$ cat config.mk
export PLATFORM = sky130hd
export DESIGN_NAME = booth_seq_multiplier
export DESIGN_NICKNAME = d
export VERILOG_FILES = /design/src/rtl/mult_pkg.sv /design/src/rtl/booth_addsub.sv /design/src/rtl/booth_seq_multiplier.sv
export SDC_FILE = /design/constraint.sdc
export NUM_CORES = 1
export LEC_CHECK = 0
export ABC_CLOCK_PERIOD_IN_PS = 5400
export CORE_MARGIN = 5
export CORE_UTILIZATION = 25
export DETAILED_ROUTE_END_ITERATION = 16
export MAX_ROUTING_LAYER = met4
export PLACE_DENSITY = 0.43
export SLEW_MARGIN = 0
export SYNTH_ARGS = -nofsm -noshare
export SYNTH_HDL_FRONTEND = slang
export SYNTH_SLANG_ARGS = --single-unit
$ cat constraint.sdc
create_clock -name clk -period 5.4 [get_ports clk]
set_input_delay 0.81 -clock clk [delete_from_list [all_inputs] [get_ports clk]]
set_output_delay 0.81 -clock clk [all_outputs]
set_load 0.01 [all_outputs]
$ cat src/rtl/mult_pkg.sv
// rtl/mult_pkg.sv - shared FSM state encoding and counter width helper for the multipliers
package mult_pkg;

  typedef logic [1:0] state_t;

  localparam state_t ST_IDLE = 2'd0;
  localparam state_t ST_RUN  = 2'd1;
  localparam state_t ST_DONE = 2'd2;

  // Width of a counter that must hold values 0..width inclusive
  function automatic int cnt_width(input int width);
    return $clog2(width + 1);
  endfunction

endpackage

$ cat src/rtl/booth_addsub.sv
// rtl/booth_addsub.sv - N-bit ripple adder/subtractor built from full-adder cells
module booth_addsub #(
  parameter int N = 9
) (
  input  logic [N-1:0] x,
  input  logic [N-1:0] y,
  input  logic         sub,
  output logic [N-1:0] s
);

  logic [N-1:0] w_y;
  logic [N-1:0] w_c;

  // Subtraction is x + ~y + 1: invert y and feed sub in as the carry-in
  assign w_y    = y ^ {N{sub}};
  assign w_c[0] = sub;

  // Full-adder chain; the carry out of the top cell is not needed
  for (genvar i = 0; i < N; i++) begin : g_fa
    assign s[i] = x[i] ^ w_y[i] ^ w_c[i];
    if (i < N - 1) begin : g_carry
      assign w_c[i+1] = (x[i] & w_y[i]) | (w_c[i] & (x[i] ^ w_y[i]));
    end
  end

endmodule

$ cat src/rtl/booth_seq_multiplier.sv
// rtl/booth_seq_multiplier.sv - iterative signed radix-2 Booth multiplier, one step per clock
module booth_seq_multiplier
  import mult_pkg::*;
#(
  parameter int WIDTH = 8
) (
  input  logic                 clk,
  input  logic                 rst_n,
  input  logic                 in_valid,
  output logic                 in_ready,
  input  logic [WIDTH-1:0]     a,
  input  logic [WIDTH-1:0]     b,
  output logic                 out_valid,
  input  logic                 out_ready,
  output logic [2*WIDTH-1:0]   product
);

  localparam int CNT_W = cnt_width(WIDTH);

  state_t             r_state;
  logic [WIDTH:0]     r_acc;
  logic [WIDTH:0]     r_m;
  logic [WIDTH-1:0]   r_q;
  logic               r_q1;
  logic [CNT_W-1:0]   r_cnt;
  logic [2*WIDTH-1:0] r_product;

  logic               w_sub;
  logic               w_do_op;
  logic               w_last;
  logic [WIDTH:0]     w_sum;
  logic [WIDTH:0]     w_acc_step;

  // Booth pair {Q0,q_1}: 10 subtracts M, 01 adds M, 00/11 leave Acc alone
  assign w_sub      = r_q[0] & ~r_q1;
  assign w_do_op    = r_q[0] ^ r_q1;
  assign w_acc_step = w_do_op ? w_sum : r_acc;
  assign w_last     = (r_cnt == CNT_W'(WIDTH));

  booth_addsub #(
    .N (WIDTH + 1)
  ) u_addsub (
    .x   (r_acc),
    .y   (r_m),
    .sub (w_sub),
    .s   (w_sum)
  );

  assign in_ready  = (r_state == ST_IDLE);
  assign out_valid = (r_state == ST_DONE);
  assign product   = r_product;

  // FSM, Booth step/shift datapath and product register
  always_ff @(posedge clk or negedge rst_n) begin
    if (!rst_n) begin
      r_state   <= ST_IDLE;
      r_acc     <= '0;
      r_m       <= '0;
      r_q       <= '0;
      r_q1      <= 1'b0;
      r_cnt     <= '0;
      r_product <= '0;
    end else begin
      case (r_state)
        ST_IDLE: begin
          if (in_valid) begin
            r_m     <= {a[WIDTH-1], a};
            r_q     <= b;
            r_acc   <= '0;
            r_q1    <= 1'b0;
            r_cnt   <= '0;
            r_state <= ST_RUN;
          end
        end
        ST_RUN: begin
          if (w_last) begin
            // Acc[WIDTH] is only a sign guard; the exact product fits in 2*WIDTH bits
            r_product <= {r_acc[WIDTH-1:0], r_q};
            r_state   <= ST_DONE;
          end else begin
            r_acc <= {w_acc_step[WIDTH], w_acc_step[WIDTH:1]};
            r_q   <= {w_acc_step[0], r_q[WIDTH-1:1]};
            r_q1  <= r_q[0];
            r_cnt <= r_cnt + 1'b1;
          end
        end
        ST_DONE: begin
          if (out_ready) begin
            r_state <= ST_IDLE;
          end
        end
        default: r_state <= ST_IDLE;
      endcase
    end
  end

endmodule

==> flow_summary.yaml <==
grt:
  grt_pass1_wl_um: 8093
  grt_max_degree: 48
  grt_antenna_before_repair: 0
  grt_usage_pct: 9.394
  grt_pass1_vias: 1607
  overflow: 0
flow_run:
  maxCapViolCount: 0
floorplanning:
  die_area_sq_mm: 0.01113
  io_pins: 38
  initial_core_util_pct: 25.89
  placementRows: 34
  coreArea_sq_mm: 0.008806
  die_y_um: 105.5
  die_w_um: 105.5
power_and_ir_drop:
  peakVddDrop_mv: 0.1356
  fin_total_pwr_mw: 1.663
  p_per_area_mw_per_mm2: 588.7
  leakage_nw: 1.284
sta:
  slew_viol_final: 0
  slew_headroom_pct: 28.31
  finalHoldViolations: 0
  fin_ws_ns: 1.155
  period_share_pct: 78.60
  fmax_mhz: 235.6
  worst_pin_slew_ns: 1.075
  skew_ns: 0.007453
  rsz0062_at_grt: "false"
  tns_ns: 0
  finalCriticalPeriod_ns: 4.245
  setup_viol: 0
route:
  first_pass_iters: 4
  routed_wl_um: 4736
  first_iter_violations: 65
  viasPerCell: 4.225
  drc: 0
  dr_total_vias: 1483
  final_antenna_net_count: 0
  wl_per_cell_um: 13.49
critical_path:
  crit_path_end_kind: "register"
  start_kind: "register"
  crit_type: "reg2reg"
  crit_required_ns: 5.59
  critPathMaxFanout: 8
  arrival_ns: 4.44
logic_synthesis:
  netlist-cell-type-count: 34
  syn_area_sq_mm: 0.002280
  synth_cells: 206
  synth-edff-count: 0
  syn_nets: 236
  synth_sequential_area_ratio_pct: 51.59
  synthArstFlopShare_pct: 100.0
  avgSynthCellArea_sq_um: 11.07
  ys_ff_latch: 47
  synth_flop_cell: "dfrtp_1"
  yosysWarnings: 0
placement:
  placed_cells: 343
  place.gp.congestion: 0.7524
  dp_worst_setup_slack_ns: 1.132
  post-dp-hpwl_um: 3322
  io_buffers: 37
min_path:
  hp-class: "reg2reg"
clocking:
  cts_tree: "done"
  ctsHoldBuffers: 0
  root_buffer: "clkbuf_8"
  clkTransAtPathRegs_ns: 0.09
  insertion_delay_ns: 0.30
  cts_sinks: 47
  post_cts_buffers: 0
  cts_buffers: 5
  htree_levels: 2
  cts_buffer_depth: 2
  cts_resized: 0
finish:
  fin_util_pct: 32.07
  nFillCells: 918
  final_cell_mix: "dfrtp_1, nand2_1, clkdlybuf4s50_1"
  n_antenna_cell: 0
  layout-drive-gt1-share_pct: 8.642
  area_growth_syn_to_layout_pct: 23.87
  finalNetCount: 272
  fin_cells: 351
  final_common_cell: "dfrtp_1"
outcome:
  status: "finished clean"
metrics by stage:
stage          hold WS [ns]  area (sq um)
6_report             0.4904          2824
5_1_grt              0.5214          2824
2_1_floorplan        0.4656          2280
3_3_place_gp         0.4689          2735
4_1_cts              0.5017          2824
3_5_place_dp         0.4790          2735
worst max-delay path, stage by stage (launching register included):
cell,delay [ns]
dfrtp_1,0.37
inv_1,0.07
ha_1,0.41
xnor2_1,0.17
fa_1,0.43
fa_1,0.40
fa_1,0.39
fa_1,0.39
fa_1,0.39
fa_1,0.37
inv_1,0.08
fa_1,0.40
mux2i_1,0.12
or3_1,0.11
o21ai_1,0.05
kinds of logic after synthesis:
family | after synthesis | synth area share [%]
flip-flops | 47 | 51.59
AND/OR/NAND/NOR | 64 | 13.45
multiplexers | 27 | 12.73
AO/OA/AOI/OAI | 28 | 6.861
adder cells (fa/ha/maj) | 10 | 7.794
XOR/XNOR | 9 | 3.458
buffers and inverters | 21 | 4.116
where the power goes:
part | switching [mW] | leakage (nW) | total (mW) | internal [mW]
logic | 0.440 | 0.645 | 0.839 | 0.399
clock network | 0.124 | 0.0402 | 0.214 | 0.0903
registers | 0.103 | 0.599 | 0.610 | 0.506
path summary, 6_finish.rpt:
kind	cells after the start	start	slack (ns)	endpoint
setup / recovery	14	r_q1	1.16	r_acc[6]
hold / removal	1	product[2]	0.49	product[2]
setup reg to reg	14	r_q1	1.16	r_acc[6]
hold reg to reg	1	product[2]	0.49	product[2]
max in group asynchronous	1	rst_n	4.04	r_acc[1]
min in group asynchronous	1	rst_n	0.69	product[2]
area by class of cell:
cell class	count	area, sq um	area share (%)
Sequential cell	47	1176	41.65
Multi-Input combinational cell	138	1010	35.76
Timing Repair Buffer	37	365.4	12.94
Tap cell	108	135.1	4.785
Clock buffer	5	68.82	2.437
Inverter	13	48.80	1.728
Clock inverter	3	20.02	0.7089
registers in the layout, summed over array words and instances (netlist names):
register,flops
r_state,2
r_acc,8
r_cnt,4
product,16
r_q,8
r_m,8
r_q1,1
layer usage:
| layer | share of wire (%) | GRT usage [%] | up-vias |
|---|---|---|---|
| li1 | - | - | 750 |
| met1 | 49 | 11.90 | 691 |
| met2 | 44 | 14.16 | 35 |
| met3 | 5.0 | 3.240 | 7 |
| met4 | 1.6 | 2.960 | 0 |
| met5 | 0 | - | - |
cell usage after synthesis, types with 2 or more instances:
cell / n / area share (%)
xnor2_1: 8 / 3.1
mux2_2: 7 / 3.5
mux2_1: 9 / 4.4
mux2i_1: 11 / 4.8
nand2_1: 42 / 6.9
o31ai_1: 2 / 0.66
nand2b_1: 2 / 0.55
dfrtp_1: 47 / 52
or3_1: 4 / 1.1
fa_1: 7 / 6.1
ha_1: 3 / 1.6
nor2_1: 7 / 1.2
clkbuf_1: 3 / 0.49
o21ai_1: 8 / 1.8
buf_2: 3 / 0.66
o21ai_0: 10 / 2.2
inv_1: 12 / 2.0
o211ai_1: 2 / 0.66
a21oi_1: 4 / 0.88
No activity file was read; power rests on OpenSTA's default activity.
